==> src/rtl/key_cond_pkg.sv <==
// key_cond_pkg: shared types and timing constants for the key conditioner.
// Latency: n/a (types and constants only).
// Backpressure: n/a.
package key_cond_pkg;

    // Per-channel press/release state
    typedef enum logic [1:0] {
        ST_RELEASED     = 2'd0,
        ST_PRESS_PEND   = 2'd1,
        ST_PRESSED      = 2'd2,
        ST_RELEASE_PEND = 2'd3
    } key_state_t;

    // Board timing at 50 MHz: 10 ms debounce, 0.5 s repeat delay, 100 ms repeat rate
    localparam int DEF_DEBOUNCE_CYCLES     = 500000;
    localparam int DEF_REPEAT_DELAY_CYCLES = 25000000;
    localparam int DEF_REPEAT_RATE_CYCLES  = 5000000;

    // Short values that keep simulations fast
    localparam int SIM_DEBOUNCE_CYCLES     = 4;
    localparam int SIM_REPEAT_DELAY_CYCLES = 20;
    localparam int SIM_REPEAT_RATE_CYCLES  = 8;

    function automatic int max_int(input int a, input int b);
        return (a > b) ? a : b;
    endfunction

endpackage

==> src/rtl/key_debounce_channel.sv <==
// key_debounce_channel: one key: 2-flop sync, debounce FSM, press/release pulses.
// Latency: pulse DEBOUNCE_CYCLES+2 cycles after a stable level change on i_key_n.
// Backpressure: none; pulses are single-cycle and unconditional. Auto-repeat with KEY_AUTOREPEAT_EN.
module key_debounce_channel
    import key_cond_pkg::*;
#(
    parameter int DEBOUNCE_CYCLES     = DEF_DEBOUNCE_CYCLES,
    parameter int REPEAT_DELAY_CYCLES = DEF_REPEAT_DELAY_CYCLES,
    parameter int REPEAT_RATE_CYCLES  = DEF_REPEAT_RATE_CYCLES
) (
    input  logic i_clk,
    input  logic i_rst,
    input  logic i_key_n,
    output logic o_level,
    output logic o_press,
    output logic o_release
);
    localparam int CNT_W = $clog2(DEBOUNCE_CYCLES + 1);
    localparam logic [CNT_W-1:0] CNT_LAST = CNT_W'(DEBOUNCE_CYCLES - 1);
    localparam logic [CNT_W-1:0] CNT_MAX  = CNT_W'(DEBOUNCE_CYCLES);

    // Reject timing values that would make the counters meaningless
    if (DEBOUNCE_CYCLES < 1 || REPEAT_DELAY_CYCLES < 1 || REPEAT_RATE_CYCLES < 1) begin : g_bad_cfg
        $error("key_debounce_channel: timing parameters must be >= 1");
    end

    logic             r_sync1, r_sync2;
    logic             w_s;
    key_state_t       r_state, w_state_nxt;
    logic [CNT_W-1:0] r_cnt, w_cnt_nxt, w_cnt_inc;
    logic             w_cnt_done;
    logic             r_level, r_press, r_release;
    logic             w_level_nxt, w_press_nxt, w_release_nxt;
    logic             w_rep_fire;

    // Two-flop synchronizer; resets to the released (high) level
    always_ff @(posedge i_clk) begin
        if (i_rst) begin
            r_sync1 <= 1'b1;
            r_sync2 <= 1'b1;
        end else begin
            r_sync1 <= i_key_n;
            r_sync2 <= r_sync1;
        end
    end

    assign w_s        = ~r_sync2;
    // The sample that opens a pending state is not counted, so D more are needed
    assign w_cnt_done = (r_cnt >= CNT_LAST);
    assign w_cnt_inc  = (r_cnt == CNT_MAX) ? r_cnt : r_cnt + CNT_W'(1);

    // State register, debounce counter and registered outputs
    always_ff @(posedge i_clk) begin
        if (i_rst) begin
            r_state   <= ST_RELEASED;
            r_cnt     <= '0;
            r_level   <= 1'b0;
            r_press   <= 1'b0;
            r_release <= 1'b0;
        end else begin
            r_state   <= w_state_nxt;
            r_cnt     <= w_cnt_nxt;
            r_level   <= w_level_nxt;
            r_press   <= w_press_nxt;
            r_release <= w_release_nxt;
        end
    end

    // Next-state and counter update
    always_comb begin
        w_state_nxt = r_state;
        w_cnt_nxt   = r_cnt;
        case (r_state)
            ST_RELEASED: begin
                if (w_s) begin
                    w_state_nxt = ST_PRESS_PEND;
                    w_cnt_nxt   = '0;
                end
            end
            ST_PRESS_PEND: begin
                if (!w_s)           w_state_nxt = ST_RELEASED;
                else if (w_cnt_done) w_state_nxt = ST_PRESSED;
                else                w_cnt_nxt   = w_cnt_inc;
            end
            ST_PRESSED: begin
                if (!w_s) begin
                    w_state_nxt = ST_RELEASE_PEND;
                    w_cnt_nxt   = '0;
                end
            end
            ST_RELEASE_PEND: begin
                if (w_s)            w_state_nxt = ST_PRESSED;
                else if (w_cnt_done) w_state_nxt = ST_RELEASED;
                else                w_cnt_nxt   = w_cnt_inc;
            end
            default: begin
                w_state_nxt = ST_RELEASED;
                w_cnt_nxt   = '0;
            end
        endcase
    end

    // Output decode: press only from PRESS_PEND or repeat, release only from RELEASE_PEND
    always_comb begin
        w_level_nxt   = (w_state_nxt == ST_PRESSED) || (w_state_nxt == ST_RELEASE_PEND);
        w_press_nxt   = ((r_state == ST_PRESS_PEND) && w_s && w_cnt_done) || w_rep_fire;
        w_release_nxt = (r_state == ST_RELEASE_PEND) && !w_s && w_cnt_done;
    end

`ifdef KEY_AUTOREPEAT_EN
    localparam int REP_W = $clog2(max_int(REPEAT_DELAY_CYCLES, REPEAT_RATE_CYCLES) + 1);
    localparam logic [REP_W-1:0] REP_FIRST = REP_W'(REPEAT_DELAY_CYCLES - 1);
    localparam logic [REP_W-1:0] REP_NEXT  = REP_W'(REPEAT_RATE_CYCLES - 1);

    logic [REP_W-1:0] r_rep_cnt;
    logic             r_rep_armed;
    logic             w_held, w_rep_step;

    // Only cycles with the key seen down advance the count; a bounce toward release freezes it
    assign w_held     = (r_state == ST_PRESSED) || (r_state == ST_RELEASE_PEND);
    assign w_rep_step = w_held && w_s;
    assign w_rep_fire = w_rep_step && (r_rep_cnt == (r_rep_armed ? REP_NEXT : REP_FIRST));

    // Repeat counter: first interval is the delay, later ones the rate; cleared once released
    always_ff @(posedge i_clk) begin
        if (i_rst || !w_held) begin
            r_rep_cnt   <= '0;
            r_rep_armed <= 1'b0;
        end else if (w_rep_step) begin
            if (w_rep_fire) begin
                r_rep_cnt   <= '0;
                r_rep_armed <= 1'b1;
            end else begin
                r_rep_cnt   <= r_rep_cnt + REP_W'(1);
            end
        end
    end
`else
    assign w_rep_fire = 1'b0;
`endif

    assign o_level   = r_level;
    assign o_press   = r_press;
    assign o_release = r_release;

endmodule

==> src/rtl/key_conditioner.sv <==
// key_conditioner: NUM_KEYS independent debounced key channels (optional KEY_AUTOREPEAT_EN).
// Latency: key_press/key_release DEBOUNCE_CYCLES+2 cycles after a stable key_n change.
// Backpressure: none; consumers must take single-cycle pulses as they occur.
module key_conditioner
    import key_cond_pkg::*;
#(
    parameter int NUM_KEYS            = 2,
    parameter int DEBOUNCE_CYCLES     = DEF_DEBOUNCE_CYCLES,
    parameter int REPEAT_DELAY_CYCLES = DEF_REPEAT_DELAY_CYCLES,
    parameter int REPEAT_RATE_CYCLES  = DEF_REPEAT_RATE_CYCLES
) (
    input  logic                MAX10_CLK1_50,
    input  logic                rst,
    input  logic [NUM_KEYS-1:0] key_n,
    output logic [NUM_KEYS-1:0] key_level,
    output logic [NUM_KEYS-1:0] key_press,
    output logic [NUM_KEYS-1:0] key_release
);

    // One fully independent channel per key
    for (genvar g = 0; g < NUM_KEYS; g++) begin : g_chan
        key_debounce_channel #(
            .DEBOUNCE_CYCLES     (DEBOUNCE_CYCLES),
            .REPEAT_DELAY_CYCLES (REPEAT_DELAY_CYCLES),
            .REPEAT_RATE_CYCLES  (REPEAT_RATE_CYCLES)
        ) u_chan (
            .i_clk     (MAX10_CLK1_50),
            .i_rst     (rst),
            .i_key_n   (key_n[g]),
            .o_level   (key_level[g]),
            .o_press   (key_press[g]),
            .o_release (key_release[g])
        );
    end

endmodule

==> config.mk <==
export PLATFORM = sky130hd
export DESIGN_NAME = key_conditioner
export DESIGN_NICKNAME = d
export VERILOG_FILES = /design/src/rtl/key_cond_pkg.sv /design/src/rtl/key_debounce_channel.sv /design/src/rtl/key_conditioner.sv
export SDC_FILE = /design/constraint.sdc
export NUM_CORES = 1
export LEC_CHECK = 0
export ABC_AREA = 1
export CELL_PAD_IN_SITES_DETAIL_PLACEMENT = 0
export CELL_PAD_IN_SITES_GLOBAL_PLACEMENT = 2
export CORE_MARGIN = 1
export CORE_UTILIZATION = 34
export DETAILED_ROUTE_END_ITERATION = 10
export HOLD_SLACK_MARGIN = 0.05
export PLACE_DENSITY_LB_ADDON = 0.2
export SYNTH_ARGS = -nofsm -noshare
export SYNTH_HDL_FRONTEND = slang
export SYNTH_SLANG_ARGS = --single-unit
==> constraint.sdc <==
create_clock -name MAX10_CLK1_50 -period 2.3 [get_ports MAX10_CLK1_50]
set_clock_uncertainty 0.15 [all_clocks]
set_input_delay 0.46 -clock MAX10_CLK1_50 [delete_from_list [all_inputs] [get_ports MAX10_CLK1_50]]
set_output_delay 0.46 -clock MAX10_CLK1_50 [all_outputs]
set_load 0.005 [all_outputs]
==> results of run 1 <==
-- power groups by stage --
stage	Sequential, mW	Clock (mW)	Combinational (mW)
finish	0.917	0.683	0.0738
floorplan	0.935	0	0.0558
global placement	0.938	0	0.0755
detailed placement	0.938	0	0.0755
CTS	0.917	0.723	0.0760
global route	0.919	0.758	0.0831
-- cells by family (layout without fill, tap and decap cells) --
| kind of cell | count (synthesis) | in the layout | share of synthesized area (%) |
|---|---|---|---|
| flip-flops | 52 | 52 | 30.10 |
| AND/OR/NAND/NOR | 355 | 355 | 45.01 |
| buffers and inverters | 84 | 86 | 11.58 |
| adder cells (fa/ha/maj) | 4 | 4 | 1.447 |
| AO/OA/AOI/OAI | 48 | 48 | 7.561 |
| XOR/XNOR | 17 | 17 | 4.306 |
-- layout by cell type (no fill, tap or decap), types with 3 or more instances in the layout --
master | synthesis | final
nor2_1 | 104 | 104
nand2_1 | 148 | 148
nand3_2 | 3 | 3
a21oi_1 | 35 | 35
or2_2 | 4 | 4
nand2_2 | 4 | 4
o21ai_0 | 5 | 5
nand2_4 | 4 | 4
inv_2 | 3 | 3
buf_4 | 6 | 13
xor2_1 | 15 | 15
a21oi_2 | 5 | 5
nand4_1 | 7 | 7
ha_1 | 4 | 4
nor4_1 | 3 | 3
nand3_1 | 60 | 60
clkbuf_8 | 0 | 6
nor2_4 | 3 | 3
inv_1 | 52 | 52
nor3_1 | 7 | 7
dfxtp_1 | 52 | 50
clkdlybuf4s50_1 | 0 | 8
-- flip-flops by register name (all words and copies together), names as in the netlist --
signal / flops
g_chan.u_chan.r_cnt: 38
g_chan.u_chan.r_sync2: 2
g_chan.u_chan.o_release: 2
g_chan.u_chan.r_sync1: 2
g_chan.u_chan.o_level: 2
g_chan.u_chan.r_state: 4
g_chan.u_chan.o_press: 2
-- final timing paths --
| kind | start | to | slack [ns] |
|---|---|---|---|
| setup / recovery | g_chan[0].u_chan.r_cnt[3]$_SDFFE_PP0P_ | g_chan[0].u_chan.r_cnt[0]$_SDFFE_PP0P_ | 0.26 |
| hold / removal | g_chan[1].u_chan.r_sync1$_SDFF_PP1_ | g_chan[1].u_chan.r_sync2$_SDFF_PP1_ | 0.27 |
| hold reg to reg | g_chan[1].u_chan.r_sync1$_SDFF_PP1_ | g_chan[1].u_chan.r_sync2$_SDFF_PP1_ | 0.27 |
| setup reg to reg | g_chan[0].u_chan.r_cnt[3]$_SDFFE_PP0P_ | g_chan[0].u_chan.r_cnt[0]$_SDFFE_PP0P_ | 0.26 |
-- metal layers --
layer  share of wire, %  routed length, µm  global-route usage [%]
met5                  0                  0                       0
met4               0.72                 65                   3.575
met3                3.2                286                   2.441
met2                 41               3735                   28.05
met1                 55               4955                   27.92
-- area by class of cell --
cell class | instances | area, µm²
Sequential cell | 52 | 1044
Timing Repair Buffer | 22 | 182.7
Inverter | 56 | 210.2
Multi-Input combinational cell | 424 | 2017
Clock inverter | 2 | 38.79
Tap cell | 133 | 166.4
Fill cell | 1111 | 6078
Clock buffer | 6 | 82.58
-- per-stage QoR --
step	hold slack (ns)	std cells
final	0.2696	695
after CTS	0.2735	695
after global placement	0.2509	687
after floorplan	0.2395	560
after detailed placement	0.2436	687
after global routing	0.2803	695
==> out/results.ini, run 1 <==
[finish]
drive_above_1_share_pct=9.253
utilization_pct=38.10
antenna_cells=0
final_cell_area_um2=3741
nNetsFinal=569
syn2layout_area_growth_pct=8.177

[die]
coreArea_um2=9819
die_y_um=102.9
io_pins=10
die_w_um=102.9
die_area_um2=10580
rows=36
initial_core_util_pct=35.22

[yosys]
yosysMostFrequentCell=nand2_1
synthesis.area_um2=3458
synth.area.top_cells=dfxtp_1, nand2_1, nor2_1
ys_warn_count=0
syn_inst=560
synth_top_area_share_pct=30.10
yosys.area.top_type=dfxtp_1
synth_edf_count=0
yosysSeqAreaShare_pct=30.10
postSynthAreaPerCell_um2=6.176
synthesis.nets=568
async_flop_share_pct=0
synth_ff_type=dfxtp_1
netlist_top_cells_count=nand2_1, nor2_1, nand3_1
synth.distinct_cells=33
yosys_register_bits=52

[critical_path]
critical_path_buf_inv_count=1
critPathMaxStageDelay_ns=0.49
cp_slowest_cell=dfxtp_1
arrival_ns=2.09
critPathLaunchType=flop
path_cells=nand2_1 > nor2_4 > nand3_2 > nand2_1 > nand2_1 > nand2_2 > nand2_4 > nand2_4 > inv_1 > nor2_1 > nor2_1
crit_family=simple AND/OR/NAND/NOR gates
cp-end-kind=flop
path_max_fanout=21
cp.depth=11
worstPathRequired_ns=2.36
reg2reg_depth=11
worstSetupPathType=flop to flop
crit_path_frequent_cell=nand2_1

[power_and_ir_drop]
cellInternalPower_mw=1.285
swShare_pct=23.21
power_mw=1.674
power.switching_uw=388.5
power.share.clock_pct=40.8
power_density_nw_per_um2=447.5
leakage_nw=1.331
comb_power_share_pct=4.4
p_seq_share_pct=54.8
ir_drop_uv=242.4

[timing]
finalCritPeriodShare_pct=88.64
worstMarginPinSlew_ns=0.6117
setup_violations=0
worst_slack_ns=0.2613
fin_crit_ns=2.039
maxSlewViolCount=0
relSlewSlack_pct=59.18
fin_setup_tns_ns=0
hold_violations=0
fmax_mhz=490.5
rsz0062_at_grt=false

[placed_design]
post-place-ws_ns=0.2072
port-buffer-count=9
place_area_um2=3617
gp_congestion=0.8001
hpwlAfterDp_um=6606

[clock_tree]
clkTransAtPathRegs_ns=0.10
cts_setup_buffers=0
clock-root-buffer=clkbuf_8
cts_resized=0
clock_path_buffers=2
numCtsBuffers=5
hold_buffers=0
clock_sinks=52
clkLatencyLatePin_ns=0.31
cts_tree=done
cts.htree.levels=2

[drt]
first_pass_iters=4
drc=0
vias=3292
wl_um=9043
avgRoutedWirePerCell_um=13.01
drt_iter0_drc=142
final_antenna_net_count=0
viasPerCell=4.737

[global_routing]
grt_usage_pct=18.52
grt_overflow=0
grt_pass1_wl_um=15080
grt_max_degree=24
grt_pass1_vias=2930
antenna_found_initial=0

[job]
maxCapViolCount=0

[worst_hold_path]
hp-class=flop to flop
hold_depth=1

[status]
outcome=finished clean

(Power assumes the default switching activity.)
==> inputs of run 2 (changes only) <==
--- a/config.mk
+++ b/config.mk
@@ -12,7 +12,8 @@
 export CORE_UTILIZATION = 34
 export DETAILED_ROUTE_END_ITERATION = 10
 export HOLD_SLACK_MARGIN = 0.05
-export PLACE_DENSITY_LB_ADDON = 0.2
+export PLACE_DENSITY_LB_ADDON = 0.1
+export SLEW_MARGIN = 20
 export SYNTH_ARGS = -nofsm -noshare
 export SYNTH_HDL_FRONTEND = slang
 export SYNTH_SLANG_ARGS = --single-unit
==> out/results.ini, run 2 (synthesized netlist as in run 1, its figures left out) <==
[status]
outcome=finished clean

[clock_tree]
clock-root-buffer=clkbuf_8
clock_sinks=52
numCtsBuffers=5
cts_tree=done
clkTransAtPathRegs_ns=0.11
clkLatencyLatePin_ns=0.32
clock_path_buffers=2
cts.htree.levels=2

[die]
initial_core_util_pct=35.22
die_area_um2=10580
die_y_um=102.9
rows=36
die_w_um=102.9
io_pins=10
coreArea_um2=9819

[finish]
drive_above_1_share_pct=9.253
antenna_cells=0
layout_common_cells=nand2_1, nor2_1, nand3_1, inv_1, dfxtp_1
syn2layout_area_growth_pct=7.851
reg_top3=g_chan.u_chan.r_cnt: 38 flops, g_chan.u_chan.r_state: 4 flops
nNetsFinal=569
utilization_pct=37.98
instances_no_fill=695
largest_reg_flops=38
final_common_cell=nand2_1
top_register=g_chan.u_chan.r_cnt

[critical_path]
path_cells=ha_1 > nand3_2 > nor2_1 > nand2_1 > nor2_1 > nor2_1 > nand2_2 > nand2_4 > buf_4 > nand3_1 > a21oi_1
cp-end-kind=flop
path_max_fanout=14
worstSetupPathType=flop to flop
worstPathRequired_ns=2.36
crit-reg2reg-capture=g_chan[1].u_chan.r_cnt[14]$_SDFFE_PP0P_
cp_slowest_cell=dfxtp_2
crit_path_frequent_cell=nor2_1
arrival_ns=2.05
critPathMaxStageDelay_ns=0.44
critPathLaunchType=flop
timing.rr.start=g_chan[1].u_chan.r_cnt[0]$_SDFFE_PP0P_
r2r_slack_ns=0.31
reg2reg_depth=11

[global_routing]
antenna_found_initial=0
grt_usage_pct=19.46
grt_max_degree=30
grt_overflow=0
grt_pass1_vias=3086
grt_pass1_wl_um=15710

[timing]
fin_crit_ns=1.991
fin_setup_tns_ns=0
finalCritPeriodShare_pct=86.59
worstMarginPinSlew_ns=0.6335
fmax_mhz=502.1
relSlewSlack_pct=57.72
setup_violations=0
rsz0062_at_grt=false
maxSlewViolCount=0
hold_violations=0
hold_ws_ns=0.2740

[placed_design]
port-buffer-count=9
placed_cells=687
hpwlAfterDp_um=6860
gp_congestion=0.8279

[drt]
drt_iter0_drc=155
viasPerCell=4.729
drc=0
first_pass_iters=4
avgRoutedWirePerCell_um=13.61
final_antenna_net_count=0
wl_um=9456
vias=3287

[worst_hold_path]
hold_path_end=g_chan[0].u_chan.r_sync2$_SDFF_PP1_
hp-class=flop to flop
hold_depth=1
worstHoldStart=g_chan[0].u_chan.r_sync1$_SDFF_PP1_

[job]
maxCapViolCount=0

[power_and_ir_drop]
leakage_nw=1.314
power_density_nw_per_um2=419.1
ir_drop_uv=205.3

## run 2: cell count changes in the layout (fill, tap and decap cells not counted), sizes merged
cell	before	now
clkinvlp	0	2
bufinv	1	0
clkbuf	6	5
## run 2: power breakdown
| group | switching (mW) | leakage, nW | internal [mW] |
|---|---|---|---|
| sequential | 0.0100 | 0.421 | 0.908 |
| clock | 0.351 | 0.0404 | 0.217 |
| combinational | 0.0557 | 0.853 | 0.0223 |
## run 2: critical path, delay by kind of cell (launching register included)
family | cells | cell delay (ns)
buffers and inverters | 1 | 0.22
and+or+nand+nor | 8 | 0.78
AOI/OAI and AO/OA | 1 | 0.06
DFF | 1 | 0.44
adders and majority gates | 1 | 0.21
## run 2: area by class of cell
cell class / instances / area, µm²
fill: 1112 / 6090
multi-input combinational: 424 / 2034
tap: 133 / 166.4
clock buffer: 5 / 68.82
timing repair buffer: 22 / 182.7
clock inverter: 3 / 23.77
inverter: 56 / 210.2
sequential: 52 / 1044
## run 2: repair_timing
item | 4_1_cts | 5_1_grt
hold buffers | 0 | 0
endpoints found under the setup margin | 0 | 33
setup buffers | 0 | 0
gates resized for setup | 0 | 4
## run 2: through the flow
| stage | setup WS (ns) | area (µm²) | power [mW] |
|---|---|---|---|
| after floorplan | 0.4677 | 3458 | 0.9909 |
| after global placement | 0.1767 | 3617 | 1.015 |
| after global routing | 0.03526 | 3730 | 1.628 |
| final | 0.3085 | 3730 | 1.563 |
| after CTS | 0.1141 | 3710 | 1.583 |
| after detailed placement | 0.1315 | 3617 | 1.015 |
## run 2: worst max-delay path by stage
stage / cells past startpoint / endpoint / slack [ns] / from
2_1_floorplan: 11 / g_chan[0].u_chan.r_cnt[12]$_SDFFE_PP0P_ / 0.47 / g_chan[0].u_chan.r_cnt[0]$_SDFFE_PP0P_
3_3_place_gp: 12 / g_chan[1].u_chan.r_cnt[0]$_SDFFE_PP0P_ / 0.18 / g_chan[1].u_chan.r_cnt[0]$_SDFFE_PP0P_
3_5_place_dp: 12 / g_chan[1].u_chan.r_cnt[0]$_SDFFE_PP0P_ / 0.13 / g_chan[1].u_chan.r_cnt[0]$_SDFFE_PP0P_
4_1_cts: 12 / g_chan[1].u_chan.r_cnt[1]$_SDFFE_PP0P_ / 0.11 / g_chan[1].u_chan.r_cnt[0]$_SDFFE_PP0P_
5_1_grt: 12 / g_chan[0].u_chan.r_cnt[1]$_SDFFE_PP0P_ / 0.04 / g_chan[0].u_chan.r_cnt[1]$_SDFFE_PP0P_
6_report: 11 / g_chan[1].u_chan.r_cnt[14]$_SDFFE_PP0P_ / 0.31 / g_chan[1].u_chan.r_cnt[0]$_SDFFE_PP0P_
## run 2: per-layer routing
| metal | track usage, % | vias up | wire length, µm |
|---|---|---|---|
| li1 | - | 1756 | - |
| met1 | 29.98 | 1471 | 5089 |
| met2 | 28.21 | 54 | 3897 |
| met3 | 2.644 | 6 | 381 |
| met4 | 4.550 | 0 | 87 |
| met5 | 0 | - | 0 |
